`config.mk`:
```
export PLATFORM = sky130hd
export DESIGN_NAME = button_conditioner
export DESIGN_NICKNAME = d
export VERILOG_FILES = /design/src/rtl/button_conditioner.sv
export SDC_FILE = /design/constraint.sdc
export NUM_CORES = 1
export LEC_CHECK = 0
export ABC_AREA = 0
export CAP_MARGIN = 20
export CORE_ASPECT_RATIO = 0.9
export CORE_MARGIN = 1.5
export CORE_UTILIZATION = 60
export DETAILED_ROUTE_END_ITERATION = 8
export PLACE_DENSITY = 0.77
export SLEW_MARGIN = 25
export SYNTH_ARGS = -nofsm -noshare
export SYNTH_HDL_FRONTEND = slang
export SYNTH_SLANG_ARGS = --single-unit
```
`constraint.sdc`:
```
create_clock -name CLK -period 2.38 [get_ports CLK]
set_clock_uncertainty 0.1 [all_clocks]
set_input_delay 0.476 -clock CLK [delete_from_list [all_inputs] [get_ports CLK]]
set_output_delay 0.476 -clock CLK [all_outputs]
set_load 0.02 [all_outputs]
```
`src/rtl/button_conditioner.sv`:
```
// Debounces one synchronized push-button level and emits registered
// press / release / click / long / repeat pulses for the timer control FSM.
module button_conditioner #(
   parameter int DEBOUNCE_CYCLES = 1000000,
   parameter int LONG_CYCLES     = 100000000,
   parameter int REPEAT_CYCLES   = 20000000
) (
   input  logic CLK,
   input  logic RST_N,
   input  logic IN,
   output logic LEVEL,
   output logic PRESS,
   output logic RELEASE,
   output logic CLICK,
   output logic LONG,
   output logic REPEAT
);

   localparam int DW = $clog2(DEBOUNCE_CYCLES + 1);
   localparam int HW = $clog2(LONG_CYCLES + 1);
   localparam int RW = $clog2(REPEAT_CYCLES + 1);

   localparam logic [DW-1:0] DEB_LAST  = DW'(DEBOUNCE_CYCLES - 1);
   localparam logic [HW-1:0] HOLD_LAST = HW'(LONG_CYCLES - 1);
   localparam logic [RW-1:0] REP_LAST  = RW'(REPEAT_CYCLES - 1);

   typedef enum logic [2:0] {
      IDLE,
      PRESS_DB,
      HELD,
      LONG_HELD,
      RELEASE_DB
   } state_t;

   state_t        state, state_nxt;
   logic [DW-1:0] deb_cnt, deb_nxt;
   logic [HW-1:0] hold_cnt, hold_nxt;
   logic [RW-1:0] rep_cnt, rep_nxt;
   logic          long_flag, flag_nxt;
   logic          level_nxt, press_nxt, release_nxt;
   logic          click_nxt, long_nxt, repeat_nxt;

   always_comb begin
      state_nxt   = state;
      deb_nxt     = deb_cnt;
      hold_nxt    = hold_cnt;
      rep_nxt     = rep_cnt;
      flag_nxt    = long_flag;
      level_nxt   = LEVEL;
      press_nxt   = 1'b0;
      release_nxt = 1'b0;
      click_nxt   = 1'b0;
      long_nxt    = 1'b0;
      repeat_nxt  = 1'b0;
      unique case (state)
         IDLE: begin
            if (IN) begin
               state_nxt = PRESS_DB;
               deb_nxt   = DW'(1);
            end
         end
         PRESS_DB: begin
            if (!IN) begin
               state_nxt = IDLE;
               deb_nxt   = '0;
            end else if (deb_cnt == DEB_LAST) begin
               state_nxt = HELD;
               deb_nxt   = '0;
               hold_nxt  = '0;
               flag_nxt  = 1'b0;
               level_nxt = 1'b1;
               press_nxt = 1'b1;
            end else begin
               deb_nxt = deb_cnt + DW'(1);
            end
         end
         HELD: begin
            // the release edge itself still counts as a held cycle
            if (!IN) begin
               state_nxt = RELEASE_DB;
               deb_nxt   = DW'(1);
               if (hold_cnt != HOLD_LAST) hold_nxt = hold_cnt + HW'(1);
            end else if (hold_cnt == HOLD_LAST) begin
               state_nxt = LONG_HELD;
               long_nxt  = 1'b1;
               flag_nxt  = 1'b1;
               rep_nxt   = '0;
            end else begin
               hold_nxt = hold_cnt + HW'(1);
            end
         end
         LONG_HELD: begin
            if (!IN) begin
               state_nxt = RELEASE_DB;
               deb_nxt   = DW'(1);
               if (rep_cnt != REP_LAST) rep_nxt = rep_cnt + RW'(1);
            end else if (rep_cnt == REP_LAST) begin
               repeat_nxt = 1'b1;
               rep_nxt    = '0;
            end else begin
               rep_nxt = rep_cnt + RW'(1);
            end
         end
         RELEASE_DB: begin
            if (IN) begin
               state_nxt = long_flag ? LONG_HELD : HELD;
               deb_nxt   = '0;
            end else if (deb_cnt == DEB_LAST) begin
               state_nxt   = IDLE;
               deb_nxt     = '0;
               hold_nxt    = '0;
               rep_nxt     = '0;
               flag_nxt    = 1'b0;
               level_nxt   = 1'b0;
               release_nxt = 1'b1;
               click_nxt   = !long_flag;
            end else begin
               deb_nxt = deb_cnt + DW'(1);
            end
         end
         default: state_nxt = IDLE;
      endcase
   end

   always_ff @(posedge CLK) begin
      if (!RST_N) begin
         state     <= IDLE;
         deb_cnt   <= '0;
         hold_cnt  <= '0;
         rep_cnt   <= '0;
         long_flag <= 1'b0;
         LEVEL     <= 1'b0;
         PRESS     <= 1'b0;
         RELEASE   <= 1'b0;
         CLICK     <= 1'b0;
         LONG      <= 1'b0;
         REPEAT    <= 1'b0;
      end else begin
         state     <= state_nxt;
         deb_cnt   <= deb_nxt;
         hold_cnt  <= hold_nxt;
         rep_cnt   <= rep_nxt;
         long_flag <= flag_nxt;
         LEVEL     <= level_nxt;
         PRESS     <= press_nxt;
         RELEASE   <= release_nxt;
         CLICK     <= click_nxt;
         LONG      <= long_nxt;
         REPEAT    <= repeat_nxt;
      end
   end

endmodule
```
# After elaboration in Yosys (flattened, before gate mapping)

Cells that the tools add are included.
W data, S select, Z words.

Register bits after elaboration: 82
Input port bits: 3
Output and inout port bits: 6
Word-level logic and storage cells: 104

$add $sub $neg: 3
Eq/ne operators: 24
Muxes and demuxes: 45
Bitwise logic cells: 3
Reduce and logical (&&, ||, !) cells: 18

Operator list:

| operator                | number |
|---|---|
| $mux W25                | 7 |
| $mux W27                | 6 |
| $mux W20                | 5 |
| $pmux W27 S3            | 1 |
| $pmux W20 S4            | 1 |
| $pmux W25 S3            | 1 |
| $add A27 B1 Y27 const B | 1 |
| $eq A27 B27 Y1 const B  | 1 |
| $ne A27 B27 Y1 const B  | 1 |
| $add A25 B1 Y25 const B | 1 |
| $eq A25 B25 Y1 const B  | 1 |
| $ne A25 B25 Y1 const B  | 1 |
| $mux W3                 | 8 |
| $add A20 B1 Y20 const B | 1 |
| $eq A20 B20 Y1 const B  | 1 |
| $reduce_and A5 Y1       | 4 |
| $ne A2 B2 Y1 const B    | 9 |
| $ne A3 B3 Y1 const B    | 6 |
| $pmux W3 S5             | 1 |
| $mux W1                 | 13 |
| $reduce_and A3 Y1       | 4 |
| $eq A3 B2 Y1 const B    | 2 |
| $reduce_and A6 Y1       | 1 |
| $reduce_bool A3 Y1      | 2 |
| 12 further kinds        | 14 |

# Depth between registers and ports, before layout

Gate-level depths: netlist (run 1).

Depth in word-level cells: 4
Mapped depth: 8
Gate-level depth less buffers: 6

# Worst setup path after synthesis (run 1)

OpenSTA, ideal clock, no wires.

Path kind: in2reg
From: in IN
To: reg hold_cnt[19]
Library setup time: 72 ps
Data arrival time: 2,036 ps
Data required time: 2,208 ps
Setup slack: 173 ps
Stages: 6
Buffers on the path: 1
Path through: or4b_4 > a211oi_4 > nand2_1 > buf_6 > a2111oi_4 > mux2i_1

Cells in the longest elaborated chain, start to end: 2
Elaborated cells between the ends (all ways): 7
Classes of those cells: 4 x eq/ne; 2 x mux; 1 x reduce/logical

RTL lines:

| element                                                     | RTL line | text |
|---|---|---|
| from (decl)                                                 | 10       | `input logic IN,` |
| $ne A3 B3 Y1 (no line), or another cell as far along        | n/a      |  |
| $reduce_and A5 Y1 (no line) or $pmux W27 S3 (tied branches) | n/a      |  |
| to (signal assigned)                                        | 141      | `hold_cnt <= hold_nxt;` |
| to (decl)                                                   | 37       | `logic [HW-1:0] hold_cnt, hold_nxt;` |

Parallel ways exist; a longest one is shown, timed or not.
A chain may end at the register's enable or synchronous reset.

# Worst setup path after layout (run 1)

From: reg deb_cnt[1]
To: reg hold_cnt[8]

Cells in the longest elaborated chain, start to end: 4
Elaborated cells between the ends (all ways): 5
Classes of those cells: 1 x eq/ne; 4 x mux

RTL lines:

| element                            | RTL line | text |
|---|---|---|
| from (decl)                        | 36       | `logic [DW-1:0] deb_cnt, deb_nxt;` |
| from (signal assigned)             | 140      | `deb_cnt <= deb_nxt;` |
| $eq A20 B20 Y1 (*)                 | 66, 108  |  |
| $mux W27 (*)                       | n/a      |  |
| $mux W27, on equally long branches | n/a      |  |
| $pmux W27 S3 (*)                   | n/a      |  |

Every way passes the cells marked *; elsewhere a longest branch is shown, timed or not. The select of a mux whose other input is x is not followed.

==> impl_metrics.tcl, run 1 <==
set metrics [dict create \
    synth_nets 576 \
    power_density_nw_per_um2 501 \
    ys_seq_area_share_pct 35.5 \
    hold_start "long_flag" \
    outcome "finished clean" \
    num_rows 30 \
    cts_buffer_depth 2 \
    ys_types 57 \
    first_global_vias 4316 \
    io_pins 9 \
    irDropWorstVdd_uv 377 \
    layout_common_cells "dfxtp_1 (80), nand2_1 (76), buf_4 (55), nand3_1 (33), a21oi_1 (32)" \
    drt-pass1-iter-count 5 \
    grt_pass1_wl_um 20100 \
    wirelength_um 12400 \
    worstSetupPathType "reg2reg" \
    dp_worst_setup_slack_ns -0.442 \
    synth_area_per_cell_sq_um 8.12 \
    dpl.hpwl_um 8510 \
    nFillCells 601 \
    dieArea_sq_um 8250 \
    endpoint_kind "flip-flop" \
    r2r_end "hold_cnt[8]" \
    antenna_found_initial 0 \
    leakage_nw 1.76 \
    cts_tree "yes" \
    synthTopCellsByArea "dfxtp_1 (35%), nand2_1 (6.2%), a21oi_1 (3.8%)" \
    hold_violations 0 \
    ys_ff_latch 82 \
    layout.cells.most_common "dfxtp_1" \
    htree_levels 3 \
    core_sq_um 7510 \
    vias 4656 \
    fin_crit_sh_pct 96.0 \
    clkTransAtPathRegs_ns 0.09 \
    nets 624 \
    drive_gt1_share_pct 16.4 \
    crit_required_ns 2.58 \
    drc 0 \
    synth_edf_count 0 \
    clock.fmax_mhz 437 \
    syn-cell-area_sq_um 4630 \
    gp_congestion 0.903 \
    finalSetupViolations 0 \
    r2r-start "deb_cnt[1]" \
    overflow 0 \
    rr_worst_depth 8 \
    synthArstFlopShare_pct 0 \
    critPathMaxFanout 8 \
    ff2ff_setup_slack_ns 0.09 \
    die_h_um 86.3 \
    drv_slew 0 \
    finalWorstSetupSlack_ns 0.0941 \
    finalCriticalPeriod_ns 2.29 \
    wl_per_cell_um 17.3 \
    start_util_pct 61.7 \
    die_w_um 95.6 \
    startpoint_type "flip-flop" \
    cts_sinks 82 \
    cts-root-buf "clkbuf_8" \
    hold_ws_ns 0.378 \
    synth_cells 570 \
    hold_end "long_flag" \
    maxCapViolCount 0 \
    synthToLayoutAreaGrowth_pct 19.7 \
    synth_top_area_share_pct 35.5 \
    min_path_cells 2 \
    grt_max_degree 31 \
    arrival_ns 2.49 \
    n_antenna_cell 0 \
    track_usage_pct 30.8 \
    clk_latency_ns 0.36 \
    slew_headroom_pct 61.0 \
    tightest_slew_ns 0.579 \
    portBuffers 8 \
    synth_ff_type "dfxtp_1" \
    synth_warnings 0 \
    yosysTopAreaCell "dfxtp_1" \
    drt_iter0_markers 309 \
    cts_buffers 9 \
    ant_nets 0 \
    min_path_type "reg2reg" \
    via_per_inst 6.48 \
]
power breakdown:
part	internal, W	leakage (nW)	switching, W
sequential	0.00137	0.662	0.00000458
clock	0.000755	0.123	0.000521
combinational	0.0000497	0.976	0.0000709
how the worst max path moves through the flow:
stage | start | endpoint | slack, ns | cells past startpoint
after global placement | IN | hold_cnt[26] | -0.33 | 7
after detailed placement | IN | hold_cnt[9] | -0.44 | 8
final | deb_cnt[1] | hold_cnt[8] | 0.09 | 8
after floorplan | IN | hold_cnt[19] | 0.17 | 6
after global routing | deb_cnt[1] | hold_cnt[23] | -0.02 | 8
after CTS | rep_cnt[0] | rep_cnt[3] | 0.04 | 7
sequential cells by signal, summed over array words and instances (netlist names):
name	count
hold_cnt	27
LEVEL	1
REPEAT	1
LONG	1
long_flag	1
CLICK	1
RELEASE	1
rep_cnt	25
state	3
deb_cnt	20
PRESS	1
cell type report:
| class | count | area (sq um) | share of cell area, % |
|---|---|---|---|
| clock inverter | 4 | 97.6 | 1.76 |
| inverter | 13 | 48.8 | 0.881 |
| timing repair buffer | 68 | 604 | 10.9 |
| sequential | 82 | 1650 | 29.8 |
| tap | 96 | 120 | 2.17 |
| multi-input combinational | 444 | 2870 | 51.7 |
| clock buffer | 12 | 155 | 2.80 |
through the flow:
step	TNS [ns]	instance area (sq um)	cells	power (W)	util (%)
final	0	5540	719	0.00277	73.8
after detailed placement	-15.24	5140	696	0.00153	68.5
after global routing	-0.0788	5540	719	0.00285	73.8
after global placement	-12.50	5140	696	0.00152	68.5
after floorplan	0	4630	570	0.00148	-
after CTS	0	5470	715	0.00278	72.9
cells in the mapped netlist, drive strengths merged (9+ instances only):
library cell	n
a311oi	9
or3	10
nand4	21
buf	11
and3	10
xnor2	10
dfxtp	82
nand2	77
a31oi	11
nand2b	20
and4	9
nand3	33
clkbuf	20
a21oi	35
nor3	17
o21ai	24
nor4	15
nor2	30
inv	12
a211oi	10
mux2i	16
worst max-delay path: stages, from the launching register on:
cell,delay (ns)
dfxtp_1,0.39
ha_2,0.22
nand4_1,0.27
a211oi_4,0.35
nand2_2,0.12
buf_12,0.17
buf_4,0.17
a2111o_1,0.36
nand2_1,0.07
kinds of logic (layout without fill, tap and decap cells):
kind of cell | count (synthesis) | in the layout | share of synthesized area (%)
adder cells (fa/ha/maj) | 3 | 3 | 0.811
AND/OR/NAND/NOR | 270 | 270 | 31.2
AO/OA/AOI/OAI | 139 | 139 | 22.0
flip-flops | 82 | 82 | 35.5
XOR/XNOR | 16 | 16 | 3.03
buffers and inverters | 44 | 97 | 4.03
multiplexers | 16 | 16 | 3.46
layer usage:
metal	GRT usage (%)	vias to the layer above	wire length [um]
li1	-	2251	-
met1	40.1	2247	5560
met2	51.6	142	6040
met3	5.88	16	668
met4	9.09	0	155
met5	0	-	0
repair_timing:
action | 4_1_cts | 5_1_grt
pin swaps | 3 | 2
cloned | 1 | 0
endpoints found under the setup margin | 6 | 19
hold endpoints to repair | 0 | 0
setup buffers | 2 | 4
hold buffers | 0 | 0
gates resized for setup | 9 | 10
Power figures use the tool's default switching activity.
==> inputs of run 2 (changes only) <==
--- a/config.mk
+++ b/config.mk
@@ -11,6 +11,7 @@
 export CORE_MARGIN = 1.5
 export CORE_UTILIZATION = 60
 export DETAILED_ROUTE_END_ITERATION = 8
+export GPL_ROUTABILITY_DRIVEN = 0
 export PLACE_DENSITY = 0.77
 export SLEW_MARGIN = 25
 export SYNTH_ARGS = -nofsm -noshare
==> constraint.sdc (replaced) <==
create_clock -name CLK -period 2.36 [get_ports CLK]
set_clock_uncertainty 0.1 [all_clocks]
set_input_delay 0.472 -clock CLK [delete_from_list [all_inputs] [get_ports CLK]]
set_output_delay 0.472 -clock CLK [all_outputs]
set_load 0.02 [all_outputs]
==> run 2 against run 1 <==
  * Power is 7.5% lower
  * Critical path depth is 2 lower
  * Die area is the same
  * Non-clock buffer count is 3 lower
  * Critical path type unchanged
  * Largest power group unchanged
==> impl_metrics.tcl, run 2 (synthesis results as in run 1) <==
set metrics [dict create \
    pwr-share-seq_pct 54.2 \
    finalNonFillerCells 716 \
    finalCriticalPeriod_ns 2.26 \
    overflow 0 \
    drv_slew 0 \
    outcome "finished clean" \
    drive_gt1_share_pct 15.3 \
    regMostFlops "hold_cnt" \
    slew_headroom_pct 67.7 \
    min_path_type "reg2reg" \
    cts_sinks 82 \
    largest_reg_flops 27 \
    finalSetupViolations 0 \
    swShare_pct 24.8 \
    finalCoreUtilization_pct 72.1 \
    nets 621 \
    combPwrFrac_pct 4.6 \
    ant_nets 0 \
    p_int_w 0.00193 \
    irDropWorstVdd_uv 378 \
    grt_max_degree 31 \
    core_sq_um 7510 \
    drc 0 \
    layout.cells.most_common "dfxtp_1" \
    n_antenna_cell 0 \
    antenna_found_initial 0 \
    synthToLayoutAreaGrowth_pct 16.9 \
    clock.fmax_mhz 443 \
    drt_iter0_markers 360 \
    critPathMaxFanout 8 \
    dp_worst_setup_slack_ns -0.405 \
    switchingPower_w 0.000637 \
    dpl.hpwl_um 8260 \
    nFillCells 602 \
    via_per_inst 6.42 \
    crit_required_ns 2.57 \
    leakage_nw 1.70 \
    clkTransAtPathRegs_ns 0.09 \
    htree_levels 3 \
    cts_buffer_depth 2 \
    io_pins 9 \
    final_area_sq_um 5410 \
    first_global_vias 4135 \
    startpoint_type "flip-flop" \
    cts_buffers 9 \
    maxCapViolCount 0 \
    drt-pass1-iter-count 5 \
    cts_tree "yes" \
    track_usage_pct 29.2 \
    num_rows 30 \
    multi_input_area_sq_um 2840 \
    dieArea_sq_um 8250 \
    clk_latency_ns 0.37 \
    dp.cells 700 \
    endpoint_kind "flip-flop" \
    wl_per_cell_um 16.2 \
    grt_pass1_wl_um 19200 \
    cts_setup_buffers 0 \
    finalWorstSetupSlack_ns 0.103 \
    cts-root-buf "clkbuf_8" \
    start_util_pct 61.7 \
    fin_crit_sh_pct 95.7 \
    clockPowerShare_pct 41.2 \
    arrival_ns 2.47 \
    power_w 0.00257 \
    tightest_slew_ns 0.480 \
    rsz0062_at_grt "false" \
    dpl_cell_area_sq_um 5170 \
    die_h_um 86.3 \
    final-seq-area_sq_um 1640 \
    die_w_um 95.6 \
    portBuffers 8 \
    vias 4598 \
    layout_common_cells "dfxtp_1 (80), nand2_1 (76), buf_4 (52), nand3_1 (33), a21oi_1 (32)" \
    hold_violations 0 \
    reg_top3 "hold_cnt (27), rep_cnt (25), deb_cnt (20)" \
    power_density_nw_per_um2 474 \
    worstSetupPathType "reg2reg" \
    wirelength_um 11600 \
]
## run 2: final timing paths
check | cells past startpoint | end | from | slack (ns)
max | 6 | hold_cnt[20] | state[1] | 0.10
min | 2 | hold_cnt[10] | hold_cnt[10] | 0.39
max reg2reg | 6 | hold_cnt[20] | state[1] | 0.10
min reg2reg | 2 | hold_cnt[10] | hold_cnt[10] | 0.39
## run 2: final cells by class
type	count	area share [%]
clock buffers	9	2.29
clock inverters	7	1.43
inverters	13	0.902
multi-input cells	444	52.4
flip-flops and latches	82	30.4
well taps	96	2.22
repair buffers	65	10.4
## run 2: routing by layer
metal	share of wire [%]	GRT usage, %	wire (um)	vias up
met5	0	0	0	-
met4	1.3	9.09	150	0
met3	7.5	6.75	870	16
met2	46	46.2	5360	177
met1	45	39.6	5190	2161
li1	-	-	-	2244
## run 2: power groups by stage
stage	Combinational, W	Sequential [W]	Clock (W)
2_1_floorplan	0.0000661	0.00142	0
3_3_place_gp	0.000115	0.00142	0
3_5_place_dp	0.000118	0.00142	0
4_1_cts	0.000118	0.00139	0.00106
5_1_grt	0.000129	0.00139	0.00111
6_report	0.000118	0.00139	0.00106
## run 2: what timing repair did
item | in CTS | in global routing
endpoints found under the setup margin | 6 | 28
pin swaps | 1 | 0
gates resized for setup | 4 | 7
gates cloned | 0 | 0
hold buffers | 0 | 0
## run 2: stage by stage
| step | hold slack [ns] | setup TNS (ns) |
|---|---|---|
| floorplan | 0.317 | 0 |
| global placement | 0.356 | -13.61 |
| global route | 0.401 | 0 |
| detailed placement | 0.363 | -16.47 |
| finish | 0.390 | 0 |
| CTS | 0.380 | 0 |
## run 2: critical path: stages, from the launching register on
cell	delay [ns]
dfxtp_2	0.37
or4b_4	0.57
a211oi_4	0.30
buf_4	0.18
nand4_1	0.16
a2111o_1	0.44
nand2_1	0.07
